<file path="src/rtl/dec_pkg.sv">
// Shared types and constants for the sequenced one-hot decoder.
// Holds the FSM state encoding, the default timing and the reference decode function.
package dec_pkg;

  localparam int DEC_CODE_W    = 2;
  localparam int DEC_OUT_W     = 2 ** DEC_CODE_W;
  localparam int DEC_PULSE_LEN = 4;
  localparam int DEC_GAP_LEN   = 1;

  typedef enum logic [1:0] {
    IDLE  = 2'd0,
    PULSE = 2'd1,
    GAP   = 2'd2
  } dec_state_e;

  function automatic logic [DEC_OUT_W-1:0] onehot_dec(input logic [DEC_CODE_W-1:0] code);
    logic [DEC_OUT_W-1:0] res;
    res       = '0;
    res[code] = 1'b1;
    return res;
  endfunction

endpackage

</file>
<file path="src/rtl/dec_onehot.sv">
// Combinational CODE_W-to-2**CODE_W decoder with enable; inverse of the 4x2 encoder.
// A disabled decode produces all zeros, so the output is always one-hot or zero.
module dec_onehot
  import dec_pkg::*;
#(
  parameter int  CODE_W = DEC_CODE_W,
  localparam int OUT_W  = 2 ** CODE_W
) (
  input  logic [CODE_W-1:0] code,
  input  logic              en,
  output logic [OUT_W-1:0]  y
);

  // The common 2-bit case reuses the shared package function.
  if (CODE_W == DEC_CODE_W) begin : g_pkg
    assign y = en ? onehot_dec(code) : '0;
  end else begin : g_generic
    always_comb begin
      y = '0;
      if (en) y[code] = 1'b1;
    end
  end

endmodule

</file>
<file path="src/rtl/dec2x4_pulse_gen.sv">
// Sequenced 2-to-4 decoder: accepts a code over valid/ready, drives the matching
// one-hot strobe for PULSE_LEN cycles, then idles GAP_LEN cycles before the next code.
module dec2x4_pulse_gen
  import dec_pkg::*;
#(
  parameter int  CODE_W    = DEC_CODE_W,
  parameter int  PULSE_LEN = DEC_PULSE_LEN,
  parameter int  GAP_LEN   = DEC_GAP_LEN,
  localparam int OUT_W     = 2 ** CODE_W
) (
  input  logic              clk,
  input  logic              rst_n,
  input  logic              in_valid,
  output logic              in_ready,
  input  logic [CODE_W-1:0] in_code,
  input  logic              in_en,
  output logic [OUT_W-1:0]  y,
  output logic              y_valid,
  output logic              busy,
  output logic              done
);

  localparam int MAX_LEN = (PULSE_LEN > GAP_LEN) ? PULSE_LEN : GAP_LEN;
  localparam int CNT_W   = ($clog2(MAX_LEN + 1) < 1) ? 1 : $clog2(MAX_LEN + 1);

  localparam logic [CNT_W-1:0] PULSE_LOAD = CNT_W'(PULSE_LEN - 1);
  localparam logic [CNT_W-1:0] GAP_LOAD   = CNT_W'((GAP_LEN > 0) ? GAP_LEN - 1 : 0);

  if (PULSE_LEN < 1) begin : g_bad_pulse_len
    $fatal(1, "dec2x4_pulse_gen: PULSE_LEN must be >= 1");
  end
  if (GAP_LEN < 0) begin : g_bad_gap_len
    $fatal(1, "dec2x4_pulse_gen: GAP_LEN must be >= 0");
  end

  dec_state_e         state_q, state_d;
  logic [CNT_W-1:0]   cnt_q, cnt_d;
  logic [OUT_W-1:0]   y_q, y_d;
  logic               y_valid_q, y_valid_d;
  logic               done_q, done_d;
  logic [OUT_W-1:0]   dec_y;

  dec_onehot #(.CODE_W(CODE_W)) u_dec (
    .code (in_code),
    .en   (in_en),
    .y    (dec_y)
  );

  assign in_ready = (state_q == IDLE);
  assign busy     = (state_q != IDLE);
  assign y        = y_q;
  assign y_valid  = y_valid_q;
  assign done     = done_q;

  always_comb begin
    state_d   = state_q;
    cnt_d     = cnt_q;
    y_d       = y_q;
    y_valid_d = y_valid_q;
    done_d    = 1'b0;
    unique case (state_q)
      IDLE: begin
        // in_ready is high throughout IDLE, so in_valid alone marks an accept.
        if (in_valid) begin
          state_d   = PULSE;
          cnt_d     = PULSE_LOAD;
          y_d       = dec_y;
          y_valid_d = 1'b1;
        end
      end
      PULSE: begin
        if (cnt_q == '0) begin
          y_d       = '0;
          y_valid_d = 1'b0;
          done_d    = 1'b1;
          if (GAP_LEN > 0) begin
            state_d = GAP;
            cnt_d   = GAP_LOAD;
          end else begin
            state_d = IDLE;
          end
        end else begin
          cnt_d = cnt_q - CNT_W'(1);
        end
      end
      GAP: begin
        if (cnt_q == '0) begin
          state_d = IDLE;
        end else begin
          cnt_d = cnt_q - CNT_W'(1);
        end
      end
      default: begin
        state_d   = IDLE;
        cnt_d     = '0;
        y_d       = '0;
        y_valid_d = 1'b0;
      end
    endcase
  end

  // Reset drops any in-flight transaction without raising done.
  always_ff @(posedge clk or negedge rst_n) begin
    if (!rst_n) begin
      state_q   <= IDLE;
      cnt_q     <= '0;
      y_q       <= '0;
      y_valid_q <= 1'b0;
      done_q    <= 1'b0;
    end else begin
      state_q   <= state_d;
      cnt_q     <= cnt_d;
      y_q       <= y_d;
      y_valid_q <= y_valid_d;
      done_q    <= done_d;
    end
  end

  a_y_onehot0: assert property (@(posedge clk) disable iff (!rst_n) $onehot0(y_q));
  a_done_outside_window: assert property (@(posedge clk) disable iff (!rst_n) done_q |-> !y_valid_q);
  a_y_only_in_window: assert property (@(posedge clk) disable iff (!rst_n) !y_valid_q |-> (y_q == '0));

endmodule

</file>
<file path="config.mk">
export PLATFORM = sky130hd
export DESIGN_NAME = dec2x4_pulse_gen
export DESIGN_NICKNAME = d
export VERILOG_FILES = /design/src/rtl/dec_pkg.sv /design/src/rtl/dec_onehot.sv /design/src/rtl/dec2x4_pulse_gen.sv
export SDC_FILE = /design/constraint.sdc
export NUM_CORES = 1
export LEC_CHECK = 0
export CORE_MARGIN = 2
export CORE_UTILIZATION = 41
export DETAILED_ROUTE_END_ITERATION = 8
export PLACE_DENSITY = 0.79
export SLEW_MARGIN = 5
export SYNTH_ARGS = -nofsm -noshare
export SYNTH_HDL_FRONTEND = slang
export SYNTH_SLANG_ARGS = --single-unit
export TNS_END_PERCENT = 30
</file>
<file path="constraint.sdc">
create_clock -name clk -period 1.6 [get_ports clk]
set_clock_uncertainty 0.2 [all_clocks]
set_input_delay 0.4 -clock clk [delete_from_list [all_inputs] [get_ports clk]]
set_output_delay 0.4 -clock clk [all_outputs]
set_load 0.03 [all_outputs]
</file>
Word-level counts from Yosys, hierarchy flattened
Cells that the tools add are included.
{ "totals": {"register_bits": 11, "latchBits": 0, "ramBits": 0, "rom_bits": 0, "inputBits": 6, "wordCells": 41, "memories": 0} }
{ "op_classes": {"addsub": 1, "mul": 0, "div_mod_pow": 0, "magnitude_cmp": 2, "n_eq_ne": 6, "shift": 0, "mux": 19, "n_bitwise": 1, "n_reduce_logical": 7} }
{ "ops": {"columns": ["cell", "count"], "rows": [
  ["2-to-1 mux 4 bit", 3],
  ["case mux 4 bit (3 select lines)", 1],
  ["2-to-1 mux 3 bit", 3],
  ["case mux 3 bit (3 select lines)", 1],
  ["inequality test 2 bit, second input constant", 4],
  ["2-to-1 mux 2 bit", 3],
  ["case mux 2 bit (3 select lines)", 1],
  ["AND reduction 3 bit", 2],
  ["2-to-1 mux 1 bit", 5],
  ["zero test 3 bit", 1],
  ["less-than comparator 2 x 3 -> 1 bit, second input constant", 1],
  ["case mux 1 bit (3 select lines)", 1],
  ["subtractor 3 x 1 -> 3 bit, second input constant", 1],
  ["demux 1 bit (select 2 bit)", 1],
  ["equality test 2 x 1 -> 1 bit, second input constant", 1],
  ["equality test 2 bit, second input constant", 1],
  ["greater-or-equal comparator 2 x 1 -> 1 bit, second input constant", 1],
  ["zero test 2 bit", 1],
  ["AND reduction 2 bit", 1],
  ["nonzero test 2 bit", 1],
  ["logical AND 1 bit", 1],
  ["inverter 1 bit", 1]
]} }

Depth between registers and ports, before layout
Gate-level depths: netlist (run 1).
{ "depth": {"word_depth": 7, "mapped_depth": 6} }

Cells and area by module
A second synthesis (run 1) with hierarchy kept.
{ "hier_totals": {"hier_cells": 62, "area_unflattened_um2": 643.1} }
{ "modules_own_cells": {"columns": ["module", "n_inst", "cells_each", "area_per_inst_um2"], "rows": [
  ["dec2x4_pulse_gen", 1, 58, 605.6],
  ["dec_onehot", 1, 4, 37.5]
]} }

Worst setup path after synthesis (run 1)
Ideal clock, no wire load.
{ "synth_timing": {"kind": "register to register", "from": "register cnt_q[0]", "to": "register cnt_q[1]", "setup_ns": 0.137, "t_arrival_ns": 1.199, "setup_slack_ns": 0.064, "path_stages_with_launch": 7, "n_path_buf": 0, "period_less_slack_ns": 1.536, "cell_sequence": "dfrtp_1 > inv_1 > ha_1 > nor2b_4 > nor2_1 > a221oi_1 > o32ai_1"} }
{ "synth_between": {"elab_chain_len": 3, "elab_cells_between_ends": 7} }
{ "synth_rtl": {"columns": ["item", "line_no", "text"], "rows": [
  ["start: declaration", "dec2x4_pulse_gen.sv:37", "logic [CNT_W-1:0] cnt_q, cnt_d;"],
  ["start signal: assignment", "dec2x4_pulse_gen.sv:112", "cnt_q <= cnt_d;"],
  ["subtractor 3 x 1 -> 3 bit / zero test 3 bit (equally long branches)", null, null],
  ["2-to-1 mux 3 bit (tied with other cells)", "dec2x4_pulse_gen.sv:87", "if (cnt_q == '0) begin"],
  ["case mux 3 bit (3 select lines) / AND reduction 2 bit (equally long branches)", null, null]
]} }
Several ways; a longest one is shown, not always the timed one. The select of a mux whose other input is x is not followed.
A chain may end at the register's enable or synchronous reset.

Worst setup path in the final report (run 1)
{ "layout_timing": {"from": "register state_q[1]", "to": "output busy"} }
{ "layout_between": {"elab_chain_len": 1} }
{ "layout_rtl": {"columns": ["item", "line_no", "text"], "rows": [
  ["start: declaration", "dec2x4_pulse_gen.sv:36", "dec_state_e state_q, state_d;"],
  ["start signal: assignment", "dec2x4_pulse_gen.sv:111", "state_q <= state_d;"],
  ["nonzero test 2 bit", "dec2x4_pulse_gen.sv:50", "assign busy = (state_q != IDLE);"],
  ["end: declaration", "dec2x4_pulse_gen.sv:19", "output logic busy,"]
]} }
Every way passes these cells.

==> results of run 1 <==
placed cells by master (no fill, tap or decap), drive strengths merged:
cell type,instances
a22o,2
a21boi,1
nor2b,2
mux2i,1
clkbuf,5
xor2,1
o22ai,2
dfrtp,11
clkdlybuf4s50,5
o21ai,1
a21oi,1
o32ai,2
nor2,5
a211oi,1
nand3,1
nand2b,3
nand2,2
a221oi,1
inv,6
buf,23
ha,2
a31oi,1
a32o,3
cell type report:
| type | count | area (um2) | share of cell area, % |
|---|---|---|---|
| Tap cell | 15 | 18.8 | 2.19 |
| Sequential cell | 11 | 277 | 32.3 |
| Timing Repair Buffer | 29 | 231 | 27.0 |
| Clock buffer | 4 | 26.3 | 3.07 |
| Inverter | 6 | 22.5 | 2.63 |
| Multi-Input combinational cell | 32 | 282 | 32.8 |
state kept, by name, indices dropped and copies added, names as in the netlist:
name	flops
done	1
state_q	2
cnt_q	3
y_valid	1
y	4
logic make-up after synthesis:
| kind of cell | share of synthesized area (%) |
|---|---|
| AO/OA/AOI/OAI | 21.5 |
| AND/OR/NAND/NOR | 15.2 |
| multiplexers | 1.74 |
| buffers and inverters | 7.83 |
| XOR/XNOR | 1.52 |
| flip-flops | 47.8 |
| adder cells (fa/ha/maj) | 4.35 |
cells in the mapped netlist (all sizes together):
library cell and number:
nand3 1, a22o 2, nor2b 2, nand2 2
xor2 1, a21oi 1, o22ai 2, nor2 5
mux2i 1, a31oi 1, inv 6, a32o 3
nand2b 3, a21boi 1, dfrtp 11, a211oi 1
o21ai 1, ha 2, o32ai 2, buf 2
a221oi 1
power breakdown:
group	total, mW	internal [mW]	switching (mW)
clock	0.199	0.0969	0.102
sequential	0.455	0.375	0.0793
combinational	1.14	0.552	0.589
timing repair:
item | 4_1_cts | 5_1_grt
endpoints found under the hold margin | 0 | 0
setup buffers | 0 | 6
gates resized for setup | 3 | 10
pin swaps | 1 | 2
gates cloned | 0 | 0
setup endpoints to repair | 4 | 9
through the flow:
stage | utilization (%) | power, mW
after detailed placement | 58.4 | 1.38
after floorplan | - | 1.07
after CTS | 60.6 | 1.58
after global routing | 65.9 | 1.90
after global placement | 58.4 | 1.35
final | 65.9 | 1.80
layer usage:
layer	vias to the layer above	track usage [%]
met4	0	10.3
met2	19	27.8
met3	5	2.61
met5	-	0
met1	263	18.5
li1	245	-
worst max-delay path by stage:
stage | end | depth (start not counted) | slack, ns
final | busy | 3 | -0.06
after global routing | busy | 3 | -0.08
after CTS | busy | 3 | -0.13
after detailed placement | y[1] | 4 | -0.20
after global placement | y[1] | 4 | -0.17
after floorplan | cnt_q[1] | 6 | 0.06
==> results.yml, run 1 <==
setup_path:
  worstPathCellList: "nor2_4, inv_2, buf_6"
  worst_setup_path_start_kind: "register"
  critPathSlowestCell: "dfrtp_2"
  critPathKind: "reg2out"
  crit_buf_inv: 2
  crit_path_start: "state_q[1]"
  crit_arrival_ns: 1.06
  r2r-end: "cnt_q[0]"
  rrSetupSlack_ns: 0
  worst-path-max-fanout: 4
  cp_slowest_stage_delay_ns: 0.45
  cp.required_ns: 1.00
  ff2ff_path_depth: 6
  end_kind: "output port"
  r2r_start: "cnt_q[1]"
  cpLargestDelayFamily: "flip-flops"
cts:
  path_clk_slew_ns: 0.07
  cts-htree-levels: 1
  hold_buffers: 0
  clockBufferDepth: 2
  clock_latency_ns: 0.28
  cts_root_buf: "clkbuf_4"
  cts_made_buffers: 3
  cts_sinks: 11
  cts_tree: "built"
drt:
  routed_wl_um: 1480
  wl_met1_um: 539
  avgViaCountPerCell: 5.48
  wl_per_cell_um: 15.2
  wl_met3_um: 64
  drc_errors: 0
  dr_total_vias: 532
  wl_met2_um: 839
  drt_first_pass_iters: 4
  route.top_layer_used: "met4"
  dr.first_iter.drc_count: 12
  antenna_left: 0
floorplan:
  die_y_um: 41.5
  coreArea_um2: 1300
  io_pins: 14
  die_x_um: 41.5
  initial_core_util_pct: 44.2
  die_area_um2: 1720
  fp-row-count: 13
synthesis:
  synth_seq_area_share_pct: 47.8
  synth-seq-cells: 11
  synthDistinctLibCells: 25
  syn_inst: 51
  syn_avg_cell_area_um2: 11.3
  yosysTopAreaCell: "dfrtp_1"
  yosysTopAreaCellShare_pct: 47.8
  synth_nets: 59
  ys_warn_count: 0
  synth.area.top_cells: "dfrtp_1 (48%), a32o_1 (5.2%), ha_1 (4.3%)"
  netlist_area_um2: 576
timing:
  hold_slack_ns: 0.204
  relSlewSlack_pct: 81.9
  post-route-min-period_ns: 1.66
  setup_viol: 3
  worstMarginPinSlew_ns: 0.271
  slew_violations: 0
  final.setup.worst_slack_ns: -0.0553
  max_freq_ghz: 0.604
  rsz0062_at_grt: "true"
  hold_violations: 0
  setup_tns_ns: -0.0911
  fin_crit_sh_pct: 103
grt:
  grt_pass1_vias: 524
  grt_pass1_wl_um: 2130
  antenna_found_initial: 0
  track_usage_pct: 16.2
  overflow: 0
  grt_max_degree: 12
final_layout:
  syn_to_final_growth_pct: 48.9
  n_antenna_cell: 0
  fin_area_um2: 857
  fin_cells: 97
  n_fill_cell: 101
  drive_above_1_share_pct: 47.6
  nets: 91
status:
  status: "finished, violations left"
  violations: "setup timing"
worst_hold_path:
  hold_class: "in2async"
pwr:
  leakage_nw: 0.426
  powerDensity_nw_per_um2: 2090
  ir_drop_uv: 1120
placement:
  dp_slack_ns: -0.198
  gp_congestion: 0.836
  post-place-cells: 87
  io_buffers: 13
  postPlaceCellArea_um2: 759
  dp_hpwl_um: 906
run:
  drv_cap: 0
Power figures use the tool's default switching activity.
==> run 2: changes to the inputs <==
Settings changed: CORE_AREA from default to 2 2 39 41, CORE_MARGIN 2 to default, CORE_UTILIZATION 41 to default, DIE_AREA from default to 0 0 41 43.
Clock period 1.6 ns to 1.91 ns, I/O delays scaled along.
==> results.yml, run 2 (same netlist as run 1, synthesis figures left out) <==
setup_path:
  crit_arrival_ns: 1.16
  cp.required_ns: 1.23
  worst-path-max-fanout: 9
  cpLargestDelayFamily: "flip-flops"
  worst_setup_path_start_kind: "register"
  critPathKind: "reg2out"
  end_kind: "output port"
  worstPathCellList: "nor2_4, inv_1, buf_4"
  crit_buf_inv: 2
  cp_slowest_stage_delay_ns: 0.49
  critPathSlowestCell: "dfrtp_2"
pwr:
  powerDensity_nw_per_um2: 1650
  ir_drop_uv: 689
  leakage_nw: 0.364
final_layout:
  regArea_um2: 277
  n_antenna_cell: 0
  final_common_cell: "dfrtp_1"
  nets: 77
  largest_register_ff_count: 4
  n_fill_cell: 119
  layout_common_cells: "dfrtp_1 (10), inv_1 (6), dlygate4sd2_1 (6), clkdlybuf4s50_1 (5)"
  drive_above_1_share_pct: 19.1
  multi_input_area_um2: 255
  syn_to_final_growth_pct: 27.4
timing:
  relSlewSlack_pct: 68.0
  final.setup.worst_slack_ns: 0.0694
  worstMarginPinSlew_ns: 0.478
  post-route-min-period_ns: 1.84
  setup_viol: 0
  slew_violations: 0
  fin_crit_sh_pct: 96.4
  hold_violations: 0
  rsz0062_at_grt: "false"
  max_freq_ghz: 0.543
  hold_slack_ns: 0.289
drt:
  avgViaCountPerCell: 5.31
  drc_errors: 0
  antenna_left: 0
  drt_first_pass_iters: 4
  wl_per_cell_um: 13.9
  dr_total_vias: 446
  dr.first_iter.drc_count: 8
  routed_wl_um: 1170
floorplan:
  die_area_um2: 1760
  coreArea_um2: 1380
  die_y_um: 43
  fp-row-count: 14
  die_x_um: 41
  initial_core_util_pct: 41.6
  io_pins: 14
cts:
  cts_made_buffers: 3
  cts_root_buf: "clkbuf_4"
  clock_latency_ns: 0.28
  cts_tree: "built"
  cts-htree-levels: 1
  postCtsSetupBuffers: 0
  cts_sinks: 11
  clockBufferDepth: 2
  path_clk_slew_ns: 0.07
placement:
  dp_hpwl_um: 861
  dp_slack_ns: -0.00437
  io_buffers: 13
  gp_congestion: 0.791
grt:
  track_usage_pct: 16.6
  grt_pass1_vias: 414
  antenna_found_initial: 0
  overflow: 0
  grt_pass1_wl_um: 1790
  grt_max_degree: 12
run:
  drv_cap: 0
status:
  status: "finished clean"
worst_hold_path:
  hold_class: "reg2reg"
[run 2: cell count changes in the layout (fill, tap and decap cells not counted), moves of 3 or more]
| cell | previous run | this run |
|---|---|---|
| buf_4 | 22 | 4 |
| dlygate4sd2_1 | 0 | 6 |
| inv_1 | 3 | 6 |
| inv_2 | 3 | 0 |
[run 2: layer usage]
metal / vias up / wire, um / GRT usage, %
li1: 218 / - / -
met1: 216 / 497 / 18.2
met2: 8 / 580 / 23.8
met3: 4 / 39 / 4.71
met4: 0 / 53 / 16.0
met5: - / 0 / 0
[run 2: where the power goes]
part | switching [mW] | internal [mW]
logic | 0.385 | 0.277
clock network | 0.0828 | 0.0811
registers | 0.0692 | 0.314
[run 2: what timing repair did]
action | 4_1_cts | 5_1_grt
setup endpoints to repair | 6 | 1
resized for setup | 6 | 1
gates cloned | 0 | 0
hold buffers | 0 | 0
[run 2: final timing paths]
path	start	to	slack (ns)	depth (start not counted)
max in group asynchronous	rst_n	state_q[1]	0.84	1
min in group asynchronous	rst_n	y[0]	0.32	1
min reg2reg	y_valid	y_valid	0.29	2
max reg2reg	cnt_q[0]	cnt_q[1]	0.22	6
max	state_q[1]	busy	0.07	3
min	y_valid	y_valid	0.29	2
[run 2: final cells by class]
class	instances	area share, %
clock buffer	4	3.58
sequential	11	37.7
tap	16	2.73
inverter	6	3.07
timing repair buffer	15	18.1
multi-input combinational	32	34.8
[run 2: tightest hold or removal path, stage by stage (launching register included)]
cell	delay [ns]
dfrtp_1	0.34
nand2_1	0.05
o21ai_1	0.07
[run 2: stage by stage]
stage               std cells  cell area, um2  power (mW)  utilization (%)   TNS, ns
detailed placement         80             713        1.07             51.5  -0.00437
global placement           80             713        1.05             51.5         0
CTS                        84             732        1.22             52.9         0
global route               84             733        1.30             53.0         0
finish                     84             733        1.21             53.0         0
floorplan                  51             576       0.895                -         0
==> run 3: changes to the inputs <==
Settings changed: HOLD_SLACK_MARGIN from default to 0.12.
Clock period 1.91 ns to 2.04 ns, I/O delays scaled along.
==> results.yml, run 3 (same netlist as run 1, synthesis figures left out) <==
status:
  status: "finished clean"
grt:
  gr-usage-met1_pct: 20.7
  grt_use_met3_pct: 3.14
  grt_pass1_vias: 390
  overflow: 0
  track_usage_pct: 15.1
  grt_max_degree: 12
  antenna_found_initial: 0
  gr-usage-met2_pct: 21.6
  top_usage_layer: "met2"
  grt_pass1_wl_um: 1790
timing:
  max_freq_ghz: 0.498
  setup_viol: 0
  rsz0062_at_grt: "false"
  worstMarginPinSlew_ns: 0.492
  relSlewSlack_pct: 67.1
  post-route-min-period_ns: 2.01
  hold_violations: 0
  setup_tns_ns: 0
  slew_violations: 0
  final.setup.worst_slack_ns: 0.0322
  fin_crit_sh_pct: 98.4
  hold_slack_ns: 0.301
drt:
  drc_errors: 0
  drt_first_pass_iters: 6
  wl_per_cell_um: 13.6
  dr.first_iter.drc_count: 14
  routed_wl_um: 1130
  avgViaCountPerCell: 5.42
  antenna_left: 0
  dr_total_vias: 450
cts:
  path_clk_slew_ns: 0.07
  cts_root_buf: "clkbuf_4"
  cts_made_buffers: 3
  postCtsSetupBuffers: 0
  cts-htree-levels: 1
  cts_tree: "built"
  cts_sinks: 11
  clockBufferDepth: 2
  clock_latency_ns: 0.28
placement:
  gp_congestion: 0.842
  post-place-cells: 79
  dp_hpwl_um: 842
  dp_slack_ns: 0.0883
  io_buffers: 13
floorplan:
  die_x_um: 41
  io_pins: 14
  initial_core_util_pct: 41.6
  coreArea_um2: 1380
  die_y_um: 43
  fp-row-count: 14
  die_area_um2: 1760
setup_path:
  critPathSlowestCell: "clkdlybuf4s50_1"
  worstPathCellList: "clkdlybuf4s50_1"
  cp_slowest_stage_delay_ns: 0.67
  cpLargestDelayFamily: "buffers and inverters"
  crit_arrival_ns: 1.30
  worst-path-max-fanout: 2
  worst_setup_path_start_kind: "register"
  end_kind: "output port"
  crit_buf_inv: 1
  cp.required_ns: 1.33
  critPathKind: "reg2out"
run:
  drv_cap: 0
final_layout:
  nets: 76
  drive_above_1_share_pct: 16.4
  layout_common_cells: "dfrtp_1 (11), clkdlybuf4s50_1 (9), inv_1 (6), nor2_1 (4)"
  final_common_cell: "dfrtp_1"
  syn_to_final_growth_pct: 28.0
  fin_cells: 83
  n_antenna_cell: 0
  largest_register_ff_count: 4
pwr:
  leakage_nw: 0.366
  total_power_mw: 1.16
  powerDensity_nw_per_um2: 1570
  ir_drop_uv: 691
worst_hold_path:
  hold_class: "reg2reg"
## run 3: cell types whose count changed in the layout (fill, tap and decap cells not counted), sizes merged
cell           previous run  this run
dlymetal6s2s              0         2
dlygate4sd2               6         0
clkdlybuf4s50             5         9
buf                       4         3
## run 3: power breakdown
group	internal [mW]	switching, mW
clock	0.0759	0.0800
combinational	0.278	0.364
sequential	0.293	0.0648
total	0.647	0.509
## run 3: worst paths after layout
path	startpoint	end	slack (ns)	cells past startpoint
worst min-delay path	y_valid	y_valid	0.30	2
worst max-delay path	y[1]	y[1]	0.03	1
worst max register to register	cnt_q[0]	cnt_q[1]	0.36	6
min in group asynchronous	rst_n	state_q[0]	0.36	1
max in group asynchronous	rst_n	cnt_q[1]	0.95	1
worst min register to register	y_valid	y_valid	0.30	2
## run 3: cell type report
type	instances	area, um2
sequential	11	275
timing repair buffer	14	138
clock buffer	4	26.3
fill	131	647
tap	16	20.0
inverter	6	22.5
multi-input combinational	32	255
## run 3: through the flow
stage                     utilization [%]  cell area [um2]
after floorplan                         -              576
after global placement               51.0              706
after detailed placement             51.0              706
after CTS                            52.9              732
after global routing                 53.3              737
final                                53.3              737
## run 3: timing repair
action,in CTS,in global routing
hold buffers,0,0
endpoints found under the setup margin,0,2
resized for setup,0,2
## run 3: metal layers
metal  wire length (um)  part of all wire (%)  up-vias
met3                 54                   4.8        4
met4                 29                   2.6        0
met2                523                    46       13
met5                  0                     0        -
met1                523                    46      217
li1                   -                     -      216
